**src/rtl/icache_if.sv**
```systemverilog
// Fetch-port and memory-port bundle for the instruction cache.
// slave = cache side, master = datapath/memory side.
interface icache_if #(parameter int WORD_W = 32);
  logic              imemREN;
  logic [WORD_W-1:0] imemaddr;
  logic              ihit;
  logic [WORD_W-1:0] imemload;
  logic              iREN;
  logic [WORD_W-1:0] iaddr;
  logic              iwait;
  logic [WORD_W-1:0] iload;

  modport slave (
    input  imemREN, imemaddr, iwait, iload,
    output ihit, imemload, iREN, iaddr
  );

  modport master (
    output imemREN, imemaddr, iwait, iload,
    input  ihit, imemload, iREN, iaddr
  );
endinterface

```
**src/rtl/icache.sv**
```systemverilog
// Direct-mapped, one-word-per-block instruction cache with a blocking fill FSM.
// Define ICACHE_STATS_EN to add saturating hit_count / miss_count outputs.
module icache #(
  parameter int SETS   = 16,
  parameter int WORD_W = 32
) (
  input  logic        CLK,
  input  logic        RST,
  icache_if.slave     bus
`ifdef ICACHE_STATS_EN
  ,
  output logic [31:0] hit_count,
  output logic [31:0] miss_count
`endif
);
  localparam int IDX_W = $clog2(SETS);
  localparam int TAG_W = WORD_W - IDX_W - 2;

  typedef enum logic {IDLE, FILL} state_t;

  state_t               state_reg, state_next;
  logic [SETS-1:0]      valid_reg;
  logic [TAG_W-1:0]     tag_mem  [SETS];
  logic [WORD_W-1:0]    data_mem [SETS];
  logic [WORD_W-1:0]    miss_addr_reg, miss_addr_next;

  logic [IDX_W-1:0]     req_idx, miss_idx;
  logic [TAG_W-1:0]     req_tag, miss_tag;
  logic                 hit;
  logic                 fill_done;

  assign req_idx  = bus.imemaddr[IDX_W+1:2];
  assign req_tag  = bus.imemaddr[WORD_W-1:IDX_W+2];
  assign miss_idx = miss_addr_reg[IDX_W+1:2];
  assign miss_tag = miss_addr_reg[WORD_W-1:IDX_W+2];

  // Lookup is asynchronous so a hit returns data in the fetch cycle.
  assign hit = bus.imemREN && (state_reg == IDLE) && valid_reg[req_idx]
               && (tag_mem[req_idx] == req_tag);

  always_comb begin
    state_next     = state_reg;
    miss_addr_next = miss_addr_reg;
    bus.ihit       = 1'b0;
    bus.imemload   = '0;
    bus.iREN       = 1'b0;
    bus.iaddr      = '0;
    fill_done      = 1'b0;
    case (state_reg)
      IDLE: begin
        if (hit) begin
          bus.ihit     = 1'b1;
          bus.imemload = data_mem[req_idx];
        end else if (bus.imemREN) begin
          miss_addr_next = bus.imemaddr & ~WORD_W'(3);
          state_next     = FILL;
        end
      end
      FILL: begin
        bus.iREN  = 1'b1;
        bus.iaddr = miss_addr_reg;
        // A redirect on imemaddr does not abort the fill; the old line lands first.
        if (!bus.iwait) begin
          fill_done  = 1'b1;
          state_next = IDLE;
        end
      end
      default: state_next = IDLE;
    endcase
  end

  always_ff @(posedge CLK) begin
    if (RST) begin
      state_reg     <= IDLE;
      miss_addr_reg <= '0;
      valid_reg     <= '0;
    end else begin
      state_reg     <= state_next;
      miss_addr_reg <= miss_addr_next;
      if (fill_done)
        valid_reg[miss_idx] <= 1'b1;
    end
  end

  always_ff @(posedge CLK) begin
    if (!RST && fill_done) begin
      tag_mem[miss_idx]  <= miss_tag;
      data_mem[miss_idx] <= bus.iload;
    end
  end

`ifdef ICACHE_STATS_EN
  logic [31:0] hit_count_reg, miss_count_reg;

  always_ff @(posedge CLK) begin
    if (RST) begin
      hit_count_reg  <= '0;
      miss_count_reg <= '0;
    end else begin
      if (bus.ihit && hit_count_reg != 32'hFFFF_FFFF)
        hit_count_reg <= hit_count_reg + 32'd1;
      if (state_reg == IDLE && state_next == FILL && miss_count_reg != 32'hFFFF_FFFF)
        miss_count_reg <= miss_count_reg + 32'd1;
    end
  end

  assign hit_count  = hit_count_reg;
  assign miss_count = miss_count_reg;
`endif
endmodule

```
**src/flat_wrapper.sv**
```systemverilog
// flat-port wrapper written by rule: the top's interface ports become plain ports
module icache_flat 
#(
  parameter int SETS   = 16,
  parameter int WORD_W = 32
)
  (CLK, RST, bus_imemREN, bus_imemaddr, bus_iwait, bus_iload, bus_ihit, bus_imemload, bus_iREN, bus_iaddr);
  icache_if #(.WORD_W(WORD_W)) bus_i ();
  input  logic CLK;
  input  logic RST;
  input wire logic [$bits(bus_i.imemREN)-1:0] bus_imemREN;
  input wire logic [$bits(bus_i.imemaddr)-1:0] bus_imemaddr;
  input wire logic [$bits(bus_i.iwait)-1:0] bus_iwait;
  input wire logic [$bits(bus_i.iload)-1:0] bus_iload;
  output wire logic [$bits(bus_i.ihit)-1:0] bus_ihit;
  output wire logic [$bits(bus_i.imemload)-1:0] bus_imemload;
  output wire logic [$bits(bus_i.iREN)-1:0] bus_iREN;
  output wire logic [$bits(bus_i.iaddr)-1:0] bus_iaddr;
  assign bus_i.imemREN = bus_imemREN;
  assign bus_i.imemaddr = bus_imemaddr;
  assign bus_i.iwait = bus_iwait;
  assign bus_i.iload = bus_iload;
  assign bus_ihit = bus_i.ihit;
  assign bus_imemload = bus_i.imemload;
  assign bus_iREN = bus_i.iREN;
  assign bus_iaddr = bus_i.iaddr;
  icache #(.SETS(SETS), .WORD_W(WORD_W)) u_core (.CLK(CLK), .RST(RST), .bus(bus_i));
endmodule
```
**config.mk**
```make
export PLATFORM = sky130hd
export DESIGN_NAME = icache_flat
export DESIGN_NICKNAME = d
export VERILOG_FILES = /design/src/rtl/icache_if.sv /design/src/rtl/icache.sv /design/src/flat_wrapper.sv
export SDC_FILE = /design/constraint.sdc
export NUM_CORES = 1
export LEC_CHECK = 0
export CORE_ASPECT_RATIO = 1.4
export CORE_UTILIZATION = 61
export CTS_CLUSTER_SIZE = 25
export DETAILED_ROUTE_END_ITERATION = 8
export PLACE_DENSITY = 0.84
export SYNTH_ARGS = -nofsm -noshare
export SYNTH_HDL_FRONTEND = slang
export SYNTH_SLANG_ARGS = --single-unit
```
**constraint.sdc**
```tcl
create_clock -name CLK -period 5.3 [get_ports CLK]
set_input_delay 1.06 -clock CLK [delete_from_list [all_inputs] [get_ports CLK]]
set_output_delay 1.06 -clock CLK [all_outputs]
set_load 0.03 [all_outputs]
```
==> impl_metrics.csv, run 1 <==
group,metric,value,unit
status,status,"completed",
routing,detail-route-antenna-nets,0,
min_path,holdCritPathClass,"flop to flop",
clocking,clk_latency,0.66,ns
logic_synthesis,synthFlopType,"edfxtp_1",
sta,worstMarginPinSlew,1.16,ns
floorplan,die_h,298,µm
logic_synthesis,synthCells,1787,
logic_synthesis,syn_area_per_cell,21.3,µm²
sta,clock_skew,0.0331,ns
critical_path,critPathKind,"primary input to output port",
routing,vias,19900,
critical_path,critical_path_required,4.24,ns
floorplan,core.rowCount,108,
global_routing,gr-total-overflow,0,
global_routing,track_usage,31.1,%
routing,post_drt_wl_per_cell,33.2,µm
pwr,ir_worst_vdd,0.342,mV
sta,period_needed,5.20,ns
layout,finalNetCount,2084,
global_routing,antenna_found_initial,3,
sta,rsz0062_at_grt,"false",
sta,relSlewSlack,22.2,%
min_path,min_to,"u_core.valid_reg[0]",
critical_path,regToRegEndpoint,"u_core.tag_mem[15][20]",
critical_path,reg2reg_depth,5,
min_path,min_from,"u_core.valid_reg[0]",
clocking,clk_path_buf_depth,3,
sta,setup_slack,0.103,ns
pwr,p_clk_share,41.7,%
layout,postLayoutCoreUtil,72.0,%
routing,drc_errors,0,
logic_synthesis,yosysSeqAreaShare,75.6,%
logic_synthesis,synth_edf_count,928,
floorplan,die_w,213,µm
pwr,p_leak,14.6,nW
clocking,htreeDepth,3,
sta,final-setup-viol-count,0,
layout,largest_reg_flops,512,
place,finalWeightedCongestion,0.831,
logic_synthesis,ys_ff_latch,975,
logic_synthesis,synth_compound_area_share,1.43,%
place,hpwl,51.2,mm
sta,final.period_utilization,98.1,%
clocking,cts_num_sinks,975,
sta,hold_viol_final,0,
logic_synthesis,synth_top_area_share,73.1,%
logic_synthesis,synth_area_leaders,"edfxtp_1, mux4_2, dfxtp_1",
layout,final_common_cell,"edfxtp_1",
logic_synthesis,synth_fa_ha_area_share,0,%
layout,final_cell_mix,"edfxtp_1, mux4_2",
logic_synthesis,synth_xor_area_share,0.597,%
pwr,p_comb_share,5.2,%
floorplan,ios,134,
critical_path,critPathArrivalTime,4.14,ns
pwr,seqPwrFrac,53.1,%
place,io_buffers,129,
critical_path,crit_fanout,11,
clocking,hold_buffers,0,
routing,via_per_inst,6.84,
floorplan,design.die.area,63500,µm²
layout,final_layout_size_suffix_gt1_share,27.5,%
clocking,cts.clk_slew.worst_paths,0.06,ns
logic_synthesis,async_reset_ff_share,0,%
logic_synthesis,yosysWarnings,0,
job,maxCapViolCount,0,
floorplan,placeableCoreArea,61900,µm²
logic_synthesis,muxShareOfSynthArea,17.1,%
logic_synthesis,yosysUniqueCellTypes,54,
global_routing,grt_pass1_vias,20800,
critical_path,crit_path_end_kind,"output port",
logic_synthesis,synth_top_cell_by_area,"edfxtp_1",
layout,finalNonFillerCells,2916,
min_path,whs_path_depth,2,
routing,drt_iter0_drc,2749,
sta,maxSlewViolCount,0,
clocking,cts_root_buf,"clkbuf_16",
logic_synthesis,synthSimpleGateAreaFrac,3.71,%
clocking,cts_made_buffers,87,
pwr,p_int,12.7,mW
sta,max_freq,192,MHz
critical_path,r2r_slack,1.84,ns
routing,drtPass1Iterations,8,
clocking,cts_tree,"yes",
floorplan,start_util,61.6,%
logic_synthesis,netlist_area,38100,µm²
pwr,p_switching,3.38,mW
layout,synthToLayoutAreaGrowth,16.9,%
place,placed_cells,2744,
global_routing,grt_max_degree,78,
pwr,swShare,21.0,%
critical_path,rr_startpoint,"u_core.state_reg",
logic_synthesis,synth_top_family_by_area,"multiplexers",
place,place_ws,-0.192,ns
sta,fin_tns_setup,0,ns
global_routing,grt_pass1_wl,139,mm
routing,routed_wl,96.8,mm
pwr,power_density,361,nW/µm²
critical_path,critPathLaunchType,"primary input",
[area by class of cell]
class	instances	area [µm²]
Fill cell	3406	17300
Multi-Input combinational cell	692	8910
Clock inverter	58	704
Antenna cell	1	2.50
Clock buffer	105	2330
Timing Repair Buffer	238	2690
Tap cell	825	1030
Inverter	22	86.3
Sequential cell	975	28800
[worst max path at each step]
stage                    startpoint               end  slack, ns
detailed placement  bus_imemaddr[2]  bus_imemload[23]      -0.19
finish              bus_imemaddr[2]  bus_imemload[22]       0.10
floorplan           bus_imemaddr[3]  bus_imemload[10]       0.56
CTS                 bus_imemaddr[4]  bus_imemload[29]      0.005
global route        bus_imemaddr[2]   bus_imemload[0]      0.007
global placement    bus_imemaddr[2]  bus_imemload[13]      -0.18
[routing by layer]
layer  GRT usage [%]  wire length, µm  part of all wire, %
met3            6.15             9650                   10
met2            52.3            50200                   52
met1            38.7            32100                   33
met4            15.3             4920                  5.1
met5               0               30                0.031
[worst max-delay path: stages]
cell	delay [ns]
buf_16	0.15
buf_16	0.17
mux4_2	0.53
mux2i_2	0.24
xnor2_2	0.17
nor4_2	0.37
o2111ai_2	0.20
nor4_2	0.21
buf_4	0.18
nand3_2	0.14
buf_4	0.24
nor2b_1	0.27
buf_12	0.16
[stage by stage]
stage          hold slack [ns]  total power, mW  area, µm²
2_1_floorplan            0.449             9.17      38100
3_3_place_gp             0.456             9.46      41300
3_5_place_dp             0.463             9.49      41300
4_1_cts                  0.473             16.1      44300
5_1_grt                  0.501             16.4      44600
6_report                 0.475             16.1      44600
[synth_stat cells (2+ instances only)]
cell type	instances
nand3_1	12
buf_6	8
buf_4	8
o211ai_1	2
a2111oi_0	2
and3_1	10
xor2_1	4
dfxtp_1	47
inv_1	20
nand2_1	24
xnor2_1	22
o22ai_1	18
nand4_1	7
a22o_1	5
nor2_1	25
or2_2	2
clkbuf_1	39
buf_1	6
buf_2	37
nand2b_1	70
nor2b_1	38
mux2_2	3
and4_1	4
mux2i_1	93
nor4_2	2
a21oi_1	5
a221oi_1	2
o2111ai_1	2
o21ai_0	10
a211o_1	5
nor4_1	3
a22oi_1	13
nor3_1	11
and2_1	33
mux4_2	247
a211oi_1	3
edfxtp_1	928
[cell families after synthesis]
family,after synthesis
flops,975
compound gates,76
other cells,1
buf+inv,121
mux,343
simple gates,245
xor+xnor,26
[what timing repair did]
action	in CTS	in global routing
gates resized for setup	4	28
pin swaps	0	2
cloned	0	3
setup endpoints to repair	33	31
buffers inserted	0	5
[power by group through the flow]
stage	Combinational (mW)	Sequential, mW	Clock [mW]
6_report	0.828	8.54	6.71
5_1_grt	0.866	8.55	7.00
4_1_cts	0.805	8.54	6.74
3_5_place_dp	0.787	8.71	0
3_3_place_gp	0.760	8.70	0
2_1_floorplan	0.483	8.68	0
Power figures use the tool's default switching activity.
==> inputs of run 2 (changes only) <==
Settings changed: MAX_ROUTING_LAYER set to met4.
==> run 2 against run 1 <==
Global-route usage is 0.97 points higher; wire length increased by 0.31%; sequential power about the same; final area hardly changed; sequential cell count unchanged; worst hold slack better by 0.0012 ns; cell count increased by 0.14%; critical path type unchanged; largest cell class unchanged.
==> impl_metrics.csv, run 2 (synthesis results as in run 1) <==
group,metric,value,unit
sta,clock_skew,0.0325,ns
place,placed_area,41300,µm²
sta,rsz0062_at_grt,"false",
critical_path,critPathKind,"primary input to output port",
critical_path,crit_chain,"buf_16 > buf_4 > nor2b_2 > buf_4 > a22oi_1 > a211o_1 > nand3_1 > o2111ai_1 > nor4_2 > buf_4 > nand3_2 > buf_4 > nor2b_1 > buf_12",
clocking,cts.clk_slew.worst_paths,0.06,ns
routing,drtPass1Iterations,5,
routing,vias,20100,
pwr,power_density,361,nW/µm²
sta,hold_viol_final,0,
place,finalWeightedCongestion,0.843,
layout,synthToLayoutAreaGrowth,16.9,%
critical_path,crit_fanout,11,
floorplan,die_h,298,µm
clocking,hold_buffers,0,
critical_path,crit_path_end_kind,"output port",
clocking,clk_path_buf_depth,3,
routing,drt_iter0_drc,2733,
sta,final-setup-viol-count,0,
routing,detail-route-antenna-nets,0,
layout,largest_reg_flops,512,
pwr,ir_worst_vdd,0.343,mV
layout,fin_area,44600,µm²
floorplan,placeableCoreArea,61900,µm²
pwr,p_clk_share,41.7,%
global_routing,grt_pass1_wl,139,mm
layout,final_common_cell,"edfxtp_1",
critical_path,cpPeakStageDelay,0.41,ns
place,hpwl,51.2,mm
critical_path,crit_family,"simple AND/OR/NAND/NOR gates",
pwr,totalPowerFinal,16.1,mW
critical_path,slowest_stage,"nor4_2",
sta,relSlewSlack,22.1,%
sta,fin_tns_setup,0,ns
clocking,cts_made_buffers,87,
routing,post_drt_wl_per_cell,33.3,µm
floorplan,die_w,213,µm
critical_path,path_buf_inv,6,
pwr,p_leak,14.6,nW
layout,multi_input_area,8900,µm²
critical_path,crit_top_cell,"buf_4",
pwr,seqPwrFrac,53.1,%
layout,n_fill_cell,3413,
pwr,p_comb_share,5.1,%
global_routing,antenna_found_initial,3,
floorplan,core.rowCount,108,
sta,hold_slack,0.476,ns
job,maxCapViolCount,0,
floorplan,design.die.area,63500,µm²
floorplan,ios,134,
min_path,holdCritPathClass,"flop to flop",
sta,period_needed,5.20,ns
global_routing,grt_pass1_vias,20800,
layout,final_layout_size_suffix_gt1_share,27.4,%
pwr,p_int,12.7,mW
sta,maxSlewViolCount,0,
sta,final.period_utilization,98.2,%
layout,final_cell_mix,"edfxtp_1, mux4_2, mux2i_1",
critical_path,critPathArrivalTime,4.14,ns
global_routing,track_usage,32.1,%
critical_path,critical_path_required,4.24,ns
pwr,p_switching,3.38,mW
clocking,cts_root_buf,"clkbuf_16",
layout,finalNetCount,2084,
routing,drc_errors,0,
layout,regArea,28800,µm²
sta,max_freq,192,MHz
sta,worstMarginPinSlew,1.17,ns
clocking,cts_tree,"yes",
global_routing,gr-total-overflow,0,
critical_path,critPathLaunchType,"primary input",
pwr,swShare,21.0,%
routing,routed_wl,97.2,mm
status,status,"completed",
floorplan,start_util,61.6,%
routing,via_per_inst,6.87,
global_routing,grt_max_degree,78,
place,io_buffers,129,
clocking,htreeDepth,3,
clocking,cts_num_sinks,975,
clocking,clk_latency,0.66,ns
==> run 2: cell types whose count changed in the layout (fill, tap and decap cells not counted), sizes merged <==
cell   delta
diode     +4
==> run 2: repair_timing <==
action | in CTS | in global routing
resized for setup | 4 | 26
endpoints found under the setup margin | 33 | 31
gates cloned | 0 | 3
buffers inserted | 0 | 5
pin swaps | 0 | 2
endpoints found under the hold margin | 0 | 0
==> run 2: worst reg2reg max path, cell delays in order, from the launching register on <==
cell and delay (ns):
dfxtp_1 0.32, buf_4 0.43, nor4bb_1 0.48, nand2_1 0.42, nor2_4 1.01, buf_4 0.45
==> run 2: cell type report <==
class	count	area share, %
Multi-Input combinational cell	692	20.0
Antenna cell	5	0.0281
Sequential cell	975	64.6
Timing Repair Buffer	238	6.04
Tap cell	825	2.32
Clock buffer	105	5.23
Clock inverter	58	1.58
Inverter	22	0.194
==> run 2: power by group through the flow <==
| stage | registers (mW) | logic (mW) | clock network [mW] |
|---|---|---|---|
| 6_report | 8.54 | 0.828 | 6.71 |
| 5_1_grt | 8.55 | 0.864 | 7.00 |
| 4_1_cts | 8.54 | 0.805 | 6.74 |
| 3_5_place_dp | 8.71 | 0.787 | 0 |
| 3_3_place_gp | 8.70 | 0.760 | 0 |
| 2_1_floorplan | 8.68 | 0.483 | 0 |
==> run 2: through the flow <==
step                      util [%]  setup WS (ns)  instances
after detailed placement      66.7         -0.192       2744
after floorplan                  -          0.565       1788
after global routing          72.0         0.0147       2918
after CTS                     71.7        0.00519       2907
after global placement        66.7         -0.176       2744
final                         72.0         0.0979       2920
==> run 2: path summary, 6_finish.rpt <==
| check | from | slack, ns | to | cells after the start |
|---|---|---|---|---|
| max | bus_imemaddr[2] | 0.1 | bus_imemload[22] | 14 |
| min | u_core.valid_reg[0] | 0.48 | u_core.valid_reg[0] | 2 |
| max reg2reg | u_core.state_reg | 1.83 | u_core.tag_mem[15][20] | 5 |
| min reg2reg | u_core.valid_reg[0] | 0.48 | u_core.valid_reg[0] | 2 |
==> run 2: per-layer routing <==
layer  vias to the layer above  wire, µm  track usage [%]
met5                         -         0                -
met4                         0      5080             15.3
met3                       375      9570             6.24
met2                      1558     50200             52.1
met1                     10300     32300             38.8
li1                       7810         -                -
==> inputs of run 3 (changes only) <==
Settings changed: MAX_ROUTING_LAYER met4 to unset.
==> results of run 3 <==
Same layout as run 1: the final DEF is identical, and so are final timing and power.
